$ cat src/rtl/tnn_serial_threshold_neuron.sv
// Serial threshold neuron: one channel is added per clock, then the block flags sum >= threshold.
// Defining TNN_TRUNC_EN drops the TRUNC LSBs of every channel before it is added (approximate mode).
module tnn_serial_threshold_neuron #(
    parameter  int unsigned N_IN  = 5,
    parameter  int unsigned W     = 3,
    parameter  int unsigned TRUNC = 1,
    localparam int unsigned ACC_W = W + $clog2(N_IN) + 1
) (
    input  logic                clk,
    input  logic                rst_n,
    input  logic                in_valid,
    output logic                in_ready,
    input  logic [N_IN*W-1:0]   in_data,
    input  logic [ACC_W-1:0]    in_thr,
    output logic                out_valid,
    input  logic                out_ready,
    output logic                out_bit,
    output logic [ACC_W-1:0]    out_sum
);

    localparam int unsigned CNT_W = $clog2(N_IN);
`ifdef TNN_TRUNC_EN
    localparam bit TRUNC_EN = 1'b1;
`else
    localparam bit TRUNC_EN = 1'b0;
`endif
    localparam int unsigned   DROP    = TRUNC_EN ? TRUNC : 0;
    localparam logic [W-1:0]  CH_MASK = {W{1'b1}} << DROP;

    typedef enum logic [1:0] {
        IDLE,
        ACC,
        DONE
    } state_t;

    state_t              state_q;
    logic [N_IN*W-1:0]   data_q;
    logic [ACC_W-1:0]    thr_q;
    logic [ACC_W-1:0]    acc_q;
    logic [ACC_W-1:0]    acc_d;
    logic [CNT_W-1:0]    cnt_q;
    logic [W-1:0]        chan;
    logic [W-1:0]        chan_m;
    logic                last;
    logic                in_ready_q;
    logic                out_valid_q;
    logic                out_bit_q;
    logic [ACC_W-1:0]    out_sum_q;

    always_comb begin
        chan = '0;
        for (int unsigned k = 0; k < N_IN; k++) begin
            if (cnt_q == CNT_W'(k)) begin
                chan = data_q[k*W +: W];
            end
        end
        chan_m = chan & CH_MASK;
        acc_d  = acc_q + {{(ACC_W-W){1'b0}}, chan_m};
        last   = (cnt_q == CNT_W'(N_IN - 1));
    end

    always_ff @(posedge clk or negedge rst_n) begin
        if (!rst_n) begin
            state_q     <= IDLE;
            data_q      <= '0;
            thr_q       <= '0;
            acc_q       <= '0;
            cnt_q       <= '0;
            in_ready_q  <= 1'b1;
            out_valid_q <= 1'b0;
            out_bit_q   <= 1'b0;
            out_sum_q   <= '0;
        end else begin
            case (state_q)
                IDLE: begin
                    if (in_valid) begin
                        data_q     <= in_data;
                        thr_q      <= in_thr;
                        acc_q      <= '0;
                        cnt_q      <= '0;
                        in_ready_q <= 1'b0;
                        state_q    <= ACC;
                    end
                end
                ACC: begin
                    acc_q <= acc_d;
                    cnt_q <= cnt_q + CNT_W'(1);
                    // The decision uses acc_d so the result lands on the same edge as the last add.
                    if (last) begin
                        cnt_q       <= '0;
                        out_sum_q   <= acc_d;
                        out_bit_q   <= (acc_d >= thr_q);
                        out_valid_q <= 1'b1;
                        state_q     <= DONE;
                    end
                end
                DONE: begin
                    if (out_ready) begin
                        out_valid_q <= 1'b0;
                        in_ready_q  <= 1'b1;
                        state_q     <= IDLE;
                    end
                end
                default: begin
                    state_q <= IDLE;
                end
            endcase
        end
    end

    assign in_ready  = in_ready_q;
    assign out_valid = out_valid_q;
    assign out_bit   = out_bit_q;
    assign out_sum   = out_sum_q;

endmodule

$ cat config.mk
export PLATFORM = sky130hd
export DESIGN_NAME = tnn_serial_threshold_neuron
export DESIGN_NICKNAME = d
export VERILOG_FILES = /design/src/rtl/tnn_serial_threshold_neuron.sv
export SDC_FILE = /design/constraint.sdc
export NUM_CORES = 1
export LEC_CHECK = 0
export BUFFER_PORTS_ARGS = -buffer_cell sky130_fd_sc_hd__buf_2
export CORE_MARGIN = 5
export CORE_UTILIZATION = 34
export CTS_CLUSTER_DIAMETER = 100
export DETAILED_ROUTE_END_ITERATION = 7
export PLACE_DENSITY = 0.48
export RECOVER_POWER = 50
export SLEW_MARGIN = 25
export SYNTH_ARGS = -nofsm -noshare
export SYNTH_HDL_FRONTEND = slang
export SYNTH_SLANG_ARGS = --single-unit
$ cat constraint.sdc
create_clock -name clk -period 4 [get_ports clk]
set_clock_uncertainty 0.15 [all_clocks]
set_input_delay 0.4 -clock clk [delete_from_list [all_inputs] [get_ports clk]]
set_output_delay 0.4 -clock clk [all_outputs]
set_load 0.02 [all_outputs]
# ---- After elaboration in Yosys (flattened, before gate mapping)
# Cells that the tools add are included.
dict set report classes {
  magnitude_cmp 1
  reduce_logical 11
  n_mux 20
  n_addsub 2
  n_eq_ne 9
}
# operator count
set op_table {}
lappend op_table {{3-bit 2-to-1 mux} 7}
lappend op_table {{7-bit case mux with 2 select lines} 1}
lappend op_table {{3-bit AND reduction} 3}
lappend op_table {{7-bit by 3-bit adder with 7-bit output} 1}
lappend op_table {{7-bit >= comparator} 1}
lappend op_table {{7-bit 2-to-1 mux} 1}
lappend op_table {{3-bit by 2-bit equality test with 1-bit output (second input constant)} 2}
lappend op_table {{2-bit 2-to-1 mux} 3}
lappend op_table {{2-bit != test (second input constant)} 3}
lappend op_table {{2-bit case mux with 3 select lines} 1}
lappend op_table {{3-bit case mux with 2 select lines} 1}
lappend op_table {{2-bit AND reduction} 3}
lappend op_table {{2-bit nonzero test} 3}
lappend op_table {{1-bit 2-to-1 mux} 4}
lappend op_table {{1-bit case mux with 2 select lines} 2}
lappend op_table {{3-bit by 1-bit adder with 3-bit output (second input constant)} 1}
lappend op_table {{3-bit by 1-bit equality test with 1-bit output (second input constant)} 1}
lappend op_table {{3-bit equality test (second input constant)} 1}
lappend op_table {{3-bit zero test} 1}
lappend op_table {{2-bit by 1-bit equality test with 1-bit output (second input constant)} 1}
lappend op_table {{2-bit equality test (second input constant)} 1}
lappend op_table {{2-bit zero test} 1}
dict set report word_totals {
  out_inout_bits 10
  wordCells 52
  reg_bits 44
}

# ---- Logic depth before layout (Yosys ltp)
# Gate-level depths: netlist (run 1).
dict set report depth {
  ltp_word 8
  mapped_depth 17
  depth_no_buf 17
}

# ---- Least setup slack after synthesis (run 1)
# No wires, ideal clock.
dict set report synth_path {
  path_type {flip-flop to flip-flop}
  start {reg cnt_q[0]}
  end {reg out_bit_q, in the netlist out_bit}
  t_required_ns 3.784
  stages_incl_launch_ff 16
  synth_period_minus_slack_ns 3.276
  path_buffers 0
  path_slack_ns 0.724
  setup_ns 0.066
  arrival_time_ns 3.060
  cell_sequence {dfrtp_1 inv_1 ha_1 nor2b_1 a221oi_1 o21ai_0 ha_1 fa_1 a21o_1 nand2_1 xor2_1 inv_1 ha_1 nand3_1 o311ai_0 o31a_1}
}
dict set report synth_via {
  elab_chain_len 8
}
# element line
set synth_lines {}
lappend synth_lines {{start, declared} 41} ;# logic [CNT_W-1:0] cnt_q;
lappend synth_lines {{start signal, assigned} 87} ;# cnt_q <= cnt_q + CNT_W'(1);
lappend synth_lines {{3-bit zero test} 53} ;# if (cnt_q == CNT_W'(k)) begin
lappend synth_lines {{3-bit 2-to-1 mux (4 in series)} 53}
lappend synth_lines {{3-bit 2-to-1 mux (*)} 53}
lappend synth_lines {{7-bit by 3-bit adder with 7-bit output (*)} 58} ;# acc_d = acc_q + {{(ACC_W-W){1'b0}}, chan_m};
lappend synth_lines {{named net acc_d[4]} 40} ;# logic [ACC_W-1:0] acc_d;
lappend synth_lines {{7-bit >= comparator (*)} 92} ;# out_bit_q <= (acc_d >= thr_q);
lappend synth_lines {{end signal, assigned} 92}
lappend synth_lines {{end, declared} 47} ;# logic out_bit_q;
# Mark *: on every way through the listed nets, which the timed path passes. The rest lies on a longest branch.
# A chain may end at the register's enable or synchronous reset.

# ---- Final worst setup path (run 1)
dict set report layout_path {
  start {reg cnt_q[1]}
  end {reg out_bit_q, in the netlist out_bit}
}
# Same word-level chain as after synthesis.

==> results.yml, run 1 <==
floorplan:
  io_pins: 36
  core_um2: 6681
  die-area_um2: 8500
  die_height_um: 92.20
  rows: 30
  start_util: 0.3438
  die_w_um: 92.20
sta:
  slew-limit-headroom: -0.6193
  worst_pin_slew_ns: 2.429
  setup_viol: 0
  finalHoldViolCount: 0
  grt_setup_unrepaired: "false"
  period_share: 0.8807
  fin_setup_tns_ns: 0
  fmax_mhz: 283.9
  maxSlewViolCount: 45
  period_minus_slack_ns: 3.523
synthesis:
  synth_nets: 251
  yosysSeqAreaShare: 0.4798
  synth-async-reset-ratio: 1.000
  synth_ff_type: "dfrtp_1"
  yosysUniqueCellTypes: 38
  yosys-top-cells-area: "dfrtp_1 (47%), ha_1 (8.2%), mux2_4 (7.8%), nand2_1 (5.7%), o21ai_0 (5.0%)"
  synth_cells: 209
  synth_top_cell_area_share: 0.4684
  ys_seq_elements: 44
  yosysWarnings: 0
  syn_area_per_cell_um2: 10.99
  synthesis.area_um2: 2297
  synth_area_leader_cell: "dfrtp_1"
  synth-edff-count: 0
global_route:
  met2_usage: 0.1867
  grt_util_all_layers: 0.1146
  grt_overflow: 0
  grt_pass1_wl_um: 7714
  grtUsageMet3: 0.03281
  grt.busiest_layer: "met2"
  grtUsageMet1: 0.1462
  grt_max_degree: 45
  grt_pass1_vias: 1640
  antenna_found_initial: 0
run_status:
  violations: "max-capacitance violations, max-slew violations"
  status: "complete, but fails checks"
power_and_ir_drop:
  peakVddDrop_v: 0.0002435
  leakage_nw: 1.280
  finalPower_mw: 2.169
  power.density_nw_per_um2: 829.9
clock_tree:
  clk_pin_slew_ns: 0.09
  cts_hold_buf: 1
  numCtsBuffers: 5
  root_buffer: "clkbuf_8"
  cts_max_level: 2
  clockBufferDepth: 2
  cts_tree: "done"
  cts-resized-gates: 0
  clk_latency_ns: 0.29
  cts_num_sinks: 44
  post_cts.repair.setup_buffers: 0
detailed_routing:
  first_iter_violations: 73
  vias: 1560
  wirelength_um: 4409
  ant_nets: 0
  first_pass_iters: 4
  route.detailed.drc: 0
  vias_per_cell: 4.771
  post_drt_wl_per_cell_um: 13.48
setup_path:
  arrival_ns: 3.61
  cp_data_required_time_ns: 4.09
  critPathMaxFanout: 6
  critPathLaunchType: "flop"
  r2r_cells: 15
  end_kind: "flop"
  critical_path_class: "flop to flop"
finish:
  nets: 289
  area_growth_pct: 13.78
  drive_above_1_share: 0.2510
  nFillCells: 702
  n_antenna_cell: 0
  final_cells: 327
place:
  portBuffers: 35
  dp_cells: 319
  place.gp.congestion: 0.7588
  dp_hpwl_um: 3264
hold_path:
  min_path_cells: 3
  worstHoldPathType: "input port to flop"
flow_run:
  drv_cap: 1
power by group:
part	total, mW	internal, mW	switching, mW
clock network	0.302	0.154	0.148
registers	0.771	0.642	0.129
logic	1.10	0.512	0.585
placed cells by master, fill, tap and decap left out, types with 2 or more instances in the layout:
| master | netlist | routed |
|---|---|---|
| a21o_1 | 3 | 3 |
| xnor2_1 | 4 | 4 |
| inv_1 | 17 | 17 |
| mux2_4 | 12 | 12 |
| clkbuf_1 | 0 | 5 |
| a21oi_1 | 6 | 6 |
| mux2_1 | 2 | 2 |
| a221oi_1 | 3 | 3 |
| o21ai_0 | 23 | 23 |
| dfrtp_1 | 43 | 43 |
| buf_2 | 1 | 30 |
| mux2_2 | 6 | 6 |
| clkbuf_8 | 0 | 7 |
| o22ai_1 | 6 | 6 |
| nand2_1 | 35 | 35 |
| nand2b_1 | 2 | 2 |
| nor2_1 | 6 | 6 |
| nand4_1 | 2 | 2 |
| ha_1 | 15 | 15 |
Yosys cell counts, types with 2 or more instances:
library cell	instances
a21o_1	3
a21oi_1	6
a221oi_1	3
buf_6	3
dfrtp_1	43
ha_1	15
inv_1	17
mux2_1	2
mux2_2	6
mux2_4	12
nand2_1	35
nand2b_1	2
nand4_1	2
nor2_1	6
o21ai_0	23
o22ai_1	6
xnor2_1	4
logic make-up after synthesis:
group / synth area share
AOI/OAI and AO/OA: 0.1307
adders and majority gates: 0.09041
and+or+nand+nor: 0.1057
buffers and inverters: 0.05664
xor gates and xnor gates: 0.01906
muxes: 0.1176
DFF: 0.4798
registers in the layout, indices dropped and copies added (netlist names):
name / cells
out_bit: 1
data_q: 15
thr_q: 7
cnt_q: 3
out_sum: 7
out_valid: 1
acc_q: 7
state_q: 2
in_ready: 1
critical path: stages (launching register included):
cell and delay, ns:
dfrtp_1 0.41, inv_1 0.10, ha_1 0.25, o21ai_0 0.12
a221oi_1 0.22, o21ai_0 0.14, ha_1 0.22, fa_1 0.41
a21o_1 0.21, nand2_1 0.07, xor2_1 0.21, inv_1 0.07
ha_1 0.30, nand3_1 0.07, o311ai_0 0.35, o31a_1 0.16
area by class of cell:
cell class / instances / area (µm²) / area share
Multi-Input combinational cell: 142 / 1065 / 0.4074
Inverter: 17 / 63.81 / 0.02441
Sequential cell: 44 / 1102 / 0.4217
Tap cell: 80 / 100.1 / 0.03830
Timing Repair Buffer: 37 / 186.4 / 0.07133
Clock buffer: 7 / 96.34 / 0.03686
metal layers:
| metal | up-vias | wire length (µm) |
|---|---|---|
| met4 | 0 | 29 |
| li1 | 792 | - |
| met3 | 2 | 176 |
| met2 | 27 | 2050 |
| met1 | 739 | 2153 |
| met5 | - | 0 |
stage by stage:
stage	cell area (µm²)	util	setup slack, ns	hold slack [ns]
floorplan	2297	-	0.7238	-0.04559
global placement	2514	0.3762	0.5400	0.3159
detailed placement	2516	0.3766	0.4413	0.2967
CTS	2623	0.3925	0.4269	0.1443
global route	2614	0.3912	0.05471	0.1552
finish	2614	0.3912	0.4773	0.1521
final timing paths:
path                       startpoint         end  slack [ns]
setup / recovery             cnt_q[1]     out_bit        0.48
hold / removal              in_thr[3]    thr_q[3]        0.15
setup reg to reg             cnt_q[1]     out_bit        0.48
hold reg to reg            out_sum[0]  out_sum[0]        0.33
max in group asynchronous       rst_n    cnt_q[2]        1.08
min in group asynchronous       rst_n    thr_q[2]        1.25
Note: power is estimated with default switching activity, not from simulation.
==> run 2, diff against run 1 <==
--- a/config.mk
+++ b/config.mk
@@ -6,12 +6,13 @@
 export NUM_CORES = 1
 export LEC_CHECK = 0
 export BUFFER_PORTS_ARGS = -buffer_cell sky130_fd_sc_hd__buf_2
+export CELL_PAD_IN_SITES_DETAIL_PLACEMENT = 1
+export CELL_PAD_IN_SITES_GLOBAL_PLACEMENT = 1
 export CORE_MARGIN = 5
 export CORE_UTILIZATION = 34
 export CTS_CLUSTER_DIAMETER = 100
 export DETAILED_ROUTE_END_ITERATION = 7
-export PLACE_DENSITY = 0.48
-export RECOVER_POWER = 50
+export PLACE_DENSITY = 0.59
 export SLEW_MARGIN = 25
 export SYNTH_ARGS = -nofsm -noshare
 export SYNTH_HDL_FRONTEND = slang
==> results.yml, run 2 (synthesis results as in run 1) <==
hold_path:
  hp-start: "in_thr[2]"
  worstHoldPathType: "input port to flop"
  min_path_cells: 3
  min_delay_worst_endpoint: "thr_q[2]"
floorplan:
  die_w_um: 92.20
  die-area_um2: 8500
  io_pins: 36
  start_util: 0.3438
  core_um2: 6681
  die_height_um: 92.20
  rows: 30
setup_path:
  cpPeakStageDelay_ns: 0.43
  r2r_slack_ns: 0.37
  cp_data_required_time_ns: 4.09
  critPathMaxFanout: 5
  cp_slowest_cell: "dfrtp_1"
  arrival_ns: 3.72
  rr_startpoint: "cnt_q[0]"
  critPathLaunchType: "flop"
  cp_cell_sequence: "ha_1 -> ha_1 -> inv_1 -> o21ai_0 -> o21ai_0 -> ha_1 -> fa_1 -> a21o_1 -> nand2_1 -> xor2_1 -> inv_1 -> ha_1 -> nand3_1 -> o311ai_0 -> o31a_1"
  end_kind: "flop"
  r2r_cells: 15
  crit_top_cell: "ha_1"
  r2r_end: "out_bit"
  critical_path_class: "flop to flop"
global_route:
  grt_max_degree: 45
  grt_util_all_layers: 0.1255
  grt_pass1_vias: 1709
  grt_overflow: 0
  antenna_found_initial: 0
  grt_pass1_wl_um: 8321
finish:
  drive_above_1_share: 0.2621
  final_common_cell: "dfrtp_1"
  area_growth_pct: 13.45
  largest_reg_flops: 15
  nFillCells: 789
  nets: 289
  n_antenna_cell: 0
  design_area_um2: 2606
  multi_input_area_um2: 1065
  seq_area_um2: 1102
  top_register: "data_q"
  layout_common_cells: "dfrtp_1 (43), nand2_1 (35), buf_2 (34)"
detailed_routing:
  routed.top_layer: "met4"
  vias_per_cell: 4.960
  post_drt_wl_per_cell_um: 14.87
  wirelength_um: 4878
  met1_length_um: 2312
  route.detailed.drc: 0
  vias: 1627
  first_iter_violations: 30
  route.met2.wl_um: 2258
  ant_nets: 0
  wl_met3_um: 237
  first_pass_iters: 4
sta:
  worst_pin_slew_ns: 0.5762
  setup_viol: 0
  period_minus_slack_ns: 3.632
  period_share: 0.9079
  fmax_mhz: 275.4
  grt_setup_unrepaired: "false"
  maxSlewViolCount: 0
  fin_setup_tns_ns: 0
  slew-limit-headroom: 0.6158
  finalHoldViolCount: 0
clock_tree:
  cts_tree: "done"
  clk_pin_slew_ns: 0.08
  post_cts.repair.setup_buffers: 0
  root_buffer: "clkbuf_8"
  cts_num_sinks: 44
  clockBufferDepth: 2
  clk_latency_ns: 0.30
  cts-resized-gates: 0
  numCtsBuffers: 5
  cts_max_level: 2
place:
  dp_hpwl_um: 3525
  place.gp.congestion: 0.8125
  placed_cell_area_um2: 2516
  portBuffers: 35
power_and_ir_drop:
  leakage_nw: 1.286
  finalPower_mw: 2.181
  peakVddDrop_v: 0.0002795
  power.density_nw_per_um2: 836.9
flow_run:
  drv_cap: 0
run_status:
  status: "finished, final reports clean"
## run 2: cell count changes in the layout (fill, tap and decap cells not counted)
| cell | delta |
|---|---|
| buf_2 | +4 |
| clkbuf_1 | -2 |
| buf_4 | +1 |
| clkbuf_8 | -2 |
## run 2: routing by layer
metal,track usage,up-vias
li1,-,795
met1,0.1583,795
met2,0.2019,31
met3,0.03938,6
met4,0.04455,0
met5,0,-
## run 2: worst max-delay path, delay by kind of cell, from the launching register on
kind,cells,cell delay (ns)
fa+ha+maj,5,1.36
compound gates,5,1.10
flops,1,0.43
xor+xnor,1,0.22
buf+inv,2,0.16
simple gates,2,0.16
## run 2: worst max path at each step
stage / from / endpoint / cells past startpoint
floorplan: cnt_q[0] / out_bit / 15
global placement: cnt_q[0] / out_bit / 15
detailed placement: cnt_q[0] / out_bit / 15
CTS: cnt_q[0] / out_bit / 15
global route: cnt_q[0] / out_bit / 16
finish: cnt_q[0] / out_bit / 15
## run 2: repair_timing
item | CTS | global route
hold buffers | 1 | 0
endpoints found under the hold margin | 43 | 0
endpoints found under the setup margin | 0 | 0
## run 2: cell type report
class                           count  share of cell area
Clock buffer                        8             0.03072
Inverter                           17             0.02448
Multi-Input combinational cell    142              0.4085
Sequential cell                    44              0.4229
Tap cell                           80             0.03841
Timing Repair Buffer               37             0.07489
## run 2: through the flow
stage               hold slack [ns]  setup WS [ns]    util  instances
floorplan                  -0.04559         0.7238       -        209
global placement             0.3144         0.4786  0.3762        319
detailed placement           0.2983         0.3879  0.3766        319
CTS                          0.1421         0.3619  0.3901        328
global route                 0.1518        0.01372  0.3901        328
finish                       0.1495         0.3684  0.3901        328
## run 2: where the power goes
| group | internal [mW] | switching, mW |
|---|---|---|
| Combinational | 0.519 | 0.619 |
| Clock | 0.124 | 0.149 |
| Sequential | 0.641 | 0.129 |
